`src/rtl/mult_seq.sv`:
```
// Sequential shift-add multiplier that does its arithmetic through an external combinational ALU.
// MULT_EARLY_EXIT_EN: when defined, finish as soon as the remaining multiplier reaches zero.
module mult_seq (
    input  logic        clk,
    input  logic        rst,
    input  logic        start,
    input  logic [31:0] mcnd,
    input  logic [31:0] mplr,
    output logic        busy,
    output logic        done,
    output logic [31:0] prod,
    output logic [4:0]  opcd,
    output logic [31:0] inps,
    output logic [31:0] inpt,
    output logic [31:0] inpi,
    output logic [31:0] inpm,
    input  logic [31:0] aout
);

    typedef enum logic [2:0] {S_IDLE, S_ADD, S_SHL, S_SHR, S_DONE} state_t;

    localparam logic [4:0] OP_ADD = 5'b01000;
    localparam logic [4:0] OP_SHL = 5'b01110;
    localparam logic [4:0] OP_SHR = 5'b01111;

    state_t      state_q, state_d;
    logic [31:0] a_q, a_d, b_q, b_d, p_q, p_d;
    logic [5:0]  cnt_q, cnt_d;
    logic [31:0] prod_q, prod_d;
    logic        busy_q, busy_d, done_q, done_d;
    logic [4:0]  opcd_q, opcd_d;
    logic [31:0] inps_q, inps_d, inpt_q, inpt_d, inpi_q, inpi_d;

    always_comb begin
        state_d = state_q;
        a_d     = a_q;
        b_d     = b_q;
        p_d     = p_q;
        cnt_d   = cnt_q;
        prod_d  = prod_q;
        case (state_q)
            S_IDLE: begin
                if (start) begin
                    a_d     = mcnd;
                    b_d     = mplr;
                    p_d     = 32'd0;
                    cnt_d   = 6'd0;
                    state_d = mplr[0] ? S_ADD : S_SHL;
`ifdef MULT_EARLY_EXIT_EN
                    if (mplr == 32'd0) state_d = S_DONE;
`endif
                end
            end
            S_ADD: begin
                p_d     = aout;
                state_d = S_SHL;
            end
            S_SHL: begin
                a_d     = aout;
                state_d = S_SHR;
            end
            S_SHR: begin
                b_d   = aout;
                cnt_d = cnt_q + 6'd1;
                if (cnt_d == 6'd32)
                    state_d = S_DONE;
`ifdef MULT_EARLY_EXIT_EN
                else if (aout == 32'd0)
                    state_d = S_DONE;
`endif
                else
                    state_d = aout[0] ? S_ADD : S_SHL;
            end
            S_DONE:  state_d = S_IDLE;
            default: state_d = S_IDLE;
        endcase

        // Outputs are registered, so decode them from the state being entered.
        opcd_d = 5'd0;
        inps_d = 32'd0;
        inpt_d = 32'd0;
        inpi_d = 32'd0;
        busy_d = 1'b0;
        done_d = 1'b0;
        case (state_d)
            S_ADD: begin
                opcd_d = OP_ADD;
                inps_d = p_d;
                inpt_d = a_d;
                busy_d = 1'b1;
            end
            S_SHL: begin
                opcd_d = OP_SHL;
                inps_d = a_d;
                inpi_d = 32'd1;
                busy_d = 1'b1;
            end
            S_SHR: begin
                opcd_d = OP_SHR;
                inps_d = b_d;
                inpi_d = 32'd1;
                busy_d = 1'b1;
            end
            S_DONE: begin
                done_d = 1'b1;
                prod_d = p_d;
            end
            default: ;
        endcase
    end

    always_ff @(posedge clk or posedge rst) begin
        if (rst) begin
            state_q <= S_IDLE;
            a_q     <= 32'd0;
            b_q     <= 32'd0;
            p_q     <= 32'd0;
            cnt_q   <= 6'd0;
            prod_q  <= 32'd0;
            busy_q  <= 1'b0;
            done_q  <= 1'b0;
            opcd_q  <= 5'd0;
            inps_q  <= 32'd0;
            inpt_q  <= 32'd0;
            inpi_q  <= 32'd0;
        end else begin
            state_q <= state_d;
            a_q     <= a_d;
            b_q     <= b_d;
            p_q     <= p_d;
            cnt_q   <= cnt_d;
            prod_q  <= prod_d;
            busy_q  <= busy_d;
            done_q  <= done_d;
            opcd_q  <= opcd_d;
            inps_q  <= inps_d;
            inpt_q  <= inpt_d;
            inpi_q  <= inpi_d;
        end
    end

    assign busy = busy_q;
    assign done = done_q;
    assign prod = prod_q;
    assign opcd = opcd_q;
    assign inps = inps_q;
    assign inpt = inpt_q;
    assign inpi = inpi_q;
    assign inpm = 32'd0;

endmodule

```
`config.mk`:
```
export PLATFORM = sky130hd
export DESIGN_NAME = mult_seq
export DESIGN_NICKNAME = d
export VERILOG_FILES = /design/src/rtl/mult_seq.sv
export SDC_FILE = /design/constraint.sdc
export NUM_CORES = 1
export LEC_CHECK = 0
export ABC_AREA = 1
export BUFFER_PORTS_ARGS = -buffer_cell sky130_fd_sc_hd__buf_2
export CORE_ASPECT_RATIO = 1.4
export CORE_UTILIZATION = 45
export CTS_BUF_LIST = sky130_fd_sc_hd__clkbuf_8
export DETAILED_ROUTE_END_ITERATION = 10
export PLACE_DENSITY = 0.71
export SLEW_MARGIN = 20
export SYNTH_ARGS = -nofsm -noshare
export SYNTH_HDL_FRONTEND = slang
export SYNTH_SLANG_ARGS = --single-unit
```
`constraint.sdc`:
```
create_clock -name clk -period 8.4 [get_ports clk]
set_input_delay 1.26 -clock clk [delete_from_list [all_inputs] [get_ports clk]]
set_output_delay 1.26 -clock clk [all_outputs]
set_load 0.05 [all_outputs]
```
After elaboration in Yosys (flattened, before gate mapping) --
Cells that the tools add are included.
Storage, ports and cells: flip-flop bits (word level) 240, bits in latches 0, RAM bits 0, ROM bits 0, bits of input ports 99, output and inout bits 167, memories 0
Cells by class: add/sub/neg operators 1, $mul 0, divide/modulo/power cells 0, magnitude comparators 0, eq/ne operators 9, shifts and indexed selects 0, mux-type cells 19, bitwise gates (word level) 0, reduce and logical (&&, ||, !) cells 5
Operators by type and width (count):
- case mux 32 bit (2 select lines) | 3
- 2-to-1 mux 32 bit | 4
- case mux 32 bit (3 select lines) | 1
- equality test 3 x 2 -> 1 bit (second input constant) | 4
- case mux 3 bit (4 select lines) | 1
- case mux 4 bit (3 select lines) | 1
- case mux 6 bit (2 select lines) | 1
- adder 6 x 1 -> 6 bit (second input constant) | 1
- equality test 3 x 1 -> 1 bit (second input constant) | 2
- equality test 6 bit (second input constant) | 1
- 2-to-1 mux 3 bit | 2
- 2-to-1 mux 6 bit | 1
- 2-to-1 mux 2 bit | 2
- equality test 3 bit (second input constant) | 1
- zero test 3 bit | 1
- 2-to-1 mux 1 bit | 3
- OR reduction 3 bit | 1
- != test 2 bit (second input constant) | 1
- AND reduction 2 bit | 1
- nonzero test 2 bit | 1
- OR reduction 2 bit | 1

Depth between registers and ports, before layout --
Gate-level depths: netlist (run 1).
word-level depth 7, mapped depth 12

Worst setup path before layout (run 1) --
OpenSTA, ideal clock, no wires.
path type input to register, start point input start, end point register inps_q[10], in the netlist inps[10], arrival time 2.124 ns, data required time 8.276 ns, setup slack 6.152 ns, stages 10, path buffers 1, cells stage by stage inv_1 -> nor2_4 -> inv_2 -> nand2_2 -> inv_2 -> buf_2 -> nand2_1 -> o211ai_1 -> nand2_1 -> nand3_1
On the way: elaborated cells between the ends (all ways) 12, those cells by class eq/ne (3); mux (9)
RTL lines:
- from (decl) | RTL line 6 | input logic start,
- 2-to-1 mux 32 bit | RTL line 43 | if (start) begin
- case mux 32 bit (2 select lines) | RTL line 41 | case (state_q)
- named net b_d[10] | RTL line 27 | logic [31:0] a_q, a_d, b_q, b_d, p_q, p_d;
- case mux 32 bit (3 select lines) | RTL line 85 | case (state_d)
- named net inps_d[10] | RTL line 32 | logic [31:0] inps_q, inps_d, inpt_q, inpt_d, inpi_q, inpi_d;
- to (signal assigned) | RTL line 136 | inps_q <= inps_d;
- to (decl) | RTL line 32
The timed path passes the listed nets, and every way through them passes these cells. A chain may end at the register's enable or synchronous reset.

Final worst setup path (run 1) --
start point register state_q[0], end point register inpt_q[30], in the netlist inpt[30]
On the way: word-level cells in the longest chain between the ends 4, elaborated cells between the ends (all ways) 9, those cells by class eq/ne (4); mux (4); reduce/logical (1)
Ends and longest elaborated chain:
- from (decl) | RTL line 26 | state_t state_q, state_d;
- from (signal assigned) | RTL line 127 | state_q <= state_d;
- equality test 3 x 2 -> 1 bit, or another cell as far along | RTL line 41
- case mux 3 bit (4 select lines) | RTL line 41
- equality test 3 x 1 -> 1 bit | RTL line 85
- 2-to-1 mux 32 bit * | RTL line 85
- named net inpt_d[30] | RTL line 32
- to (signal assigned) | RTL line 137 | inpt_q <= inpt_d;
- to (decl) | RTL line 32
The timed path passes the listed nets; every way through them passes the cells marked *.

==> run metrics, run 1 <==
Ys Warns=0; CP Capture Point=inpt[30]; Slew HR=24.8%; Final Wtd Congestion=between 0.7 and 0.8; mapped cell area=roughly 9000 sq um; layout cell share with drive strength beyond 1=23.8%; initial antenna violation count=1; Worst R2R Setup Slack=4290 ps; root buffer selected by CTS=clkbuf_8; hold_buf cts=0; area share of the largest cell type after synthesis=57.3%; clock sink count=206; PD cells=434 nW/um^2; unrepaired setup endpoints after global routing=no; area growth from synthesis to layout=17.6%; Reg-to-Reg Start=state_q[0]; Crit Path Max Fanout=34; r2r endpoint=inpt[30]; Remaining DRCs=0; Total Routing Usage GR=24.5%; Placed Cells=1381; worst setup path startpoint=state_q[0]; Simple-Gate Fraction of Synth Area=18.7%; CP max-delay cell=nand2_2; Adder-Cell Fraction of Synth Area=0.139%; IO Pins=266; PostCTS Resize Cnt=0; Slew @ Worst Pin=1130 ps; vias in the first global route=7242; core region area=19400 sq um; post-synthesis sequential area ratio=57.3%; Post-synth EDFFs=0; top post-synthesis cells by count=nand2_1, dfrtp_1, inv_1; DIE WIDTH=121 um; via count=7306; Crit path depth=7; async set-reset flop share out of synthesis=100%; Seq cells post-synth=206; chain of cells forming the critical path=nor2_4 -> inv_2 -> nor2_4 -> inv_2 -> nand3_2 -> nand2_2 -> a21oi_1; DPL Wire Length=15000 um; # setup viols final=0; placed inst area=9860 sq um; I/O Buffers=201; Yosys top cell by area=dfrtp_1; Starting DRT DRC Count=around 460; leak pwr=5.24 nW; H-tree Lvls=1; Worst Skew=12.3 ps; Mapped Cells=around 990; Final min period=4110 ps; top cell family by delay on the critical path=simple AND/OR/NAND/NOR gates; Max Fclk=0.243 GHz; Data arrival, critical path=4580 ps; Pre-Repair DR Iteration Count=5; Buf/Inv on CP=2; count leader, synth=nand2_1; mux contribution to synthesized area=0%; Synth area leaders=dfrtp_1, nand2_1, buf_4; final-report hold violation count=0; clock buffer depth=3; Avg Cell Area, Syn=9.12 sq um; largest stage delay on the critical path=780 ps; largest family of logic cells by synthesized area=simple AND/OR/NAND/NOR gates; complex-gate fraction of the synthesized area=10.5%; WHS=503 ps; routed wire length=24800 um; total grt overflow=0; worst min-delay path category=reg2reg; Synth Area in XOR/XNOR=0%; nets@finish=about 1300; cts bufs inserted=31; status=complete, no violations; setup tns final=0 ps; CTS clock-pin slew for the worst setup and hold paths=70 ps; final cycle utilization of the critical path=49.0%; num rows=60; largest net degree at the start of global routing=136; DR vias/cell=between 5 and 6; Slew Limit Fails=0; Clk Latency, worst-skew pair=approximately 570 ps; first-pass GRT wire length=between 30000 and 40000 um; Worst VDD drop=0.216 mV; CTS tree=done; Max Cap Viol=0; Worst EP required=8870 ps; Crit. End Element=register; Synth Flop Type=dfrtp_1; total power=between 0.004 and 0.005 W; non-filler instance count after layout=1438; R2R cell count=7; DIE AREA=20600 sq um; Post-CTS Setup Repair Bufs=0; startpoint types=register; unique cell type count in the Yosys netlist=27; Starting Density=46.4%; kind of critical path=reg2reg; Die Ht=169 um; wire per inst=17.2 um; design area=10600 sq um; antenna viol nets, final=0
## state kept, by name, summed over array words and instances (netlist names)
name and flops:
a_q 32, b_q 32, inps 32, inpt 32, p_q 32, prod 32
cnt_q 6, opcd 3, state_q 3, done 1, inpi 1
## metrics by stage
stage / utilization [%] / setup WS (ps)
floorplan: - / 1520
global placement: 50.9 / 4370
detailed placement: 50.9 / 4290
CTS: 54.6 / 4280
global route: 54.6 / 4020
finish: 54.6 / 4290
## routing by layer
| layer | global-route usage (%) | wire [um] | vias up |
|---|---|---|---|
| met2 | 43.1 | 12700 | 316 |
| met4 | 10.7 | 854 | 0 |
| met1 | 29.7 | 9750 | 3514 |
| met5 | 0 | 0 | - |
| li1 | - | - | 3418 |
| met3 | 3.09 | 1480 | 58 |
## where the power goes
group	leakage [nW]	internal, W	total, W	switching (W)
clock network	0.381	0.000526	0.000925	0.000399
logic	2.36	0.000487	0.00216	0.00168
registers	2.50	0.00137	0.00150	0.000127
total	5.24	0.00238	0.00459	0.00220
## cells in the final DEF, fill, tap and decap left out, drive strengths merged
cell type / count
a211oi: 1
a21oi: 6
buf: 204
bufinv: 2
clkbuf: 44
clkinv: 8
clkinvlp: 1
conb: 64
dfrtp: 206
diode: 1
ha: 1
inv: 116
nand2: 252
nand3: 103
nand4: 2
nor2: 42
o211ai: 61
o21ai: 40
o22ai: 35
o31ai: 1
## worst min-delay path by stage
stage	from	end	slack (ps)	cells after the start
2_1_floorplan	a_q[30]	a_q[30]	460	2
3_3_place_gp	a_q[0]	a_q[0]	480	2
3_5_place_dp	prod[26]	prod[26]	490	2
4_1_cts	prod[26]	prod[26]	510	2
5_1_grt	b_q[26]	b_q[26]	520	2
6_report	prod[26]	prod[26]	500	2
## final cells by class
class,instances,area [sq um]
timing repair buffer,204,1030
clock inverter,12,111
inverter,115,439
tap,248,310
multi-input combinational,608,2930
antenna,1,2.50
clock buffer,44,606
fill,1804,8790
sequential,206,5150
## cells by family after synthesis
| group | count (synthesis) |
|---|---|
| simple gates | 399 |
| fa+ha+maj | 1 |
| flops | 206 |
| compound gates | 144 |
| buf+inv | 235 |
| other cells | 1 |
## worst min-delay path, delay by kind of cell, from the launching register on
family,cells,cell delay (ps)
AOI/OAI and AO/OA,1,70
DFF,1,330
and+or+nand+nor,1,60
No activity file was read; power rests on OpenSTA's default activity.
==> inputs of run 2 (changes only) <==
Settings changed: ABC_AREA 1 to 0, PLACE_DENSITY 0.71 to 0.72.
Clock period 8.4 ns to 3.8 ns, I/O delays scaled along.
==> run 2 against run 1 <==
  * Wire length down 9.6%
  * Sequential share of layout area up 0.92 points
  * Sequential power up 120%
  * Synthesized area down 3.9%
  * Flip-flop and latch count unchanged
  * Die area down 3.8%
  * Core utilization up 0.98 points
  * Critical path depth down 2
  * Critical endpoint is now inps[2]
  * Largest power group unchanged
==> run metrics, run 2 <==
layout cell share with drive strength beyond 1=30.9%; Buf/Inv on CP=0; startpoint types=register; DR vias/cell=5.35; root buffer selected by CTS=clkbuf_8; Slew @ Worst Pin=around 1000 ps; area growth from synthesis to layout=20.1%; Starting Density=46.3%; Final Wtd Congestion=0.790; Synth Flop Type=dfrtp_1; DPL Wire Length=14400 um; final-report hold violation count=0; Post-synth EDFFs=0; count leader, synth=dfrtp_1; routed wire length=roughly 22000 um; DIE AREA=19800 sq um; PostCTS Resize Cnt=0; Yosys top cell by area=dfrtp_1; Total Routing Usage GR=22.8%; Mapped Cells=766; H-tree Lvls=1; status=complete, no violations; Slew Limit Fails=0; kind of critical path=reg2reg; Final min period=2910 ps; pre-CTS setup slack=872 ps; PD cells=986 nW/um^2; unique cell type count in the Yosys netlist=40; setup tns final=0 ps; Post-CTS Setup Repair Bufs=0; IO Pins=266; total grt overflow=0; initial antenna violation count=1; top cell family by delay on the critical path=simple AND/OR/NAND/NOR gates; CP max-delay cell=or4b_4; vias in the first global route=around 6600; nets@finish=1056; Ys Warns=0; Worst EP required=around 4300 ps; chain of cells forming the critical path=and3b_2 -> nand2_1 -> o31a_1 -> or4b_4 -> o221ai_1; Max Fclk=0.344 GHz; first-pass GRT wire length=35400 um; Starting DRT DRC Count=roughly 440; Remaining DRCs=0; via count=approximately 6600; num rows=59; I/O Buffers=approximately 200; final cycle utilization of the critical path=76.5%; unrepaired setup endpoints after global routing=no; area share of the largest cell type after synthesis=59.6%; wire per inst=~18 um; # setup viols final=0; Avg Cell Area, Syn=11.3 sq um; CTS clock-pin slew for the worst setup and hold paths=~70 ps; cts bufs inserted=30; non-filler instance count after layout=between 1000 and 1500; worst min-delay path category=in2async; worst setup margin=895 ps; top post-synthesis cells by count=dfrtp_1, nor2_1, buf_4; largest stage delay on the critical path=a little under 900 ps; Worst VDD drop=0.513 mV; Die Ht=between 150 and 200 um; antenna viol nets, final=0; commonest cells after routing, fill and taps aside=dfrtp_1, buf_2, nor2_1; Crit Path Max Fanout=65; hold_buf cts=0; Synth area leaders=dfrtp_1, buf_4, o221ai_2; Seq cells post-synth=206; Worst R2R Setup Slack=890 ps; largest net degree at the start of global routing=73; post-synthesis sequential area ratio=approximately 60%; Worst Skew=8.61 ps; clock buffer depth=3; Final Util=55.6%; Placed Cells=1168; Crit. End Element=register; CTS tree=done; most common cell after layout, fill and taps aside=dfrtp_1; async set-reset flop share out of synthesis=100%; mapped cell area=8640 sq um; Slew HR=33.7%; core region area=between 15000 and 20000 sq um; clock sink count=206; Data arrival, critical path=~3400 ps; Clk Latency, worst-skew pair=~550 ps; Pre-Repair DR Iteration Count=6; leak pwr=5.40 nW; Max Cap Viol=0; DIE WIDTH=119 um
[run 2: changes by cell type after synthesis, sizes merged, moves of 35 or more]
cell | previous run | this run
o211ai | 61 | 0
nand3 | 103 | 9
inv | 115 | 65
nand2 | 252 | 39
o22ai | 35 | 0
a21oi | 6 | 44
[run 2: area by class of cell]
class                      instances  area [sq um]
fill                            1618          8290
sequential                       206          5150
multi-input combinational        436          2770
timing repair buffer             217          1160
clock buffer                      39           537
tap                              244           305
inverter                          65           248
clock inverter                    17           205
antenna                            1          2.50
[run 2: through the flow]
stage	total power (W)	area [sq um]	hold WS [ps]
final	0.0102	10400	213
after global routing	0.0108	10400	263
after floorplan	0.00701	8880	445
after detailed placement	0.00818	9640	461
after CTS	0.0103	10400	210
after global placement	0.00807	9640	454
[run 2: path summary, 6_finish.rpt]
kind | start | end | cells after the start
setup / recovery | state_q[0] | inps[2] | 5
hold / removal | rst | inpt[27] | 2
hold reg to reg | b_q[21] | b_q[21] | 1
max in group asynchronous | rst | prod[3] | 3
min in group clk | mcnd[15] | a_q[15] | 3
setup reg to reg | state_q[0] | inps[2] | 5
[run 2: cell families after synthesis]
group,Yosys count,synth area share (%)
AO/OA/AOI/OAI,223,21.0
flip-flops,206,59.6
buffers and inverters,187,11.5
AND/OR/NAND/NOR,148,7.70
adder cells (fa/ha/maj),1,0.145
other,1,0.0434
[run 2: report_power, final]
group          total [W]  switching [W]  internal, W  leakage [nW]
sequential       0.00332       0.000280      0.00304          2.49
combinational    0.00481        0.00345      0.00135          2.50
clock            0.00211       0.000844      0.00126         0.404
total             0.0102        0.00458      0.00566          5.40
[run 2: metal layers]
metal  vias to the layer above  GRT usage [%]  share of wire (%)
met5                         -              0                  0
met4                         0           10.9                3.4
met3                        57           3.85                5.8
met2                       276           39.5                 51
met1                      3266           27.5                 40
li1                       2951              -                  -
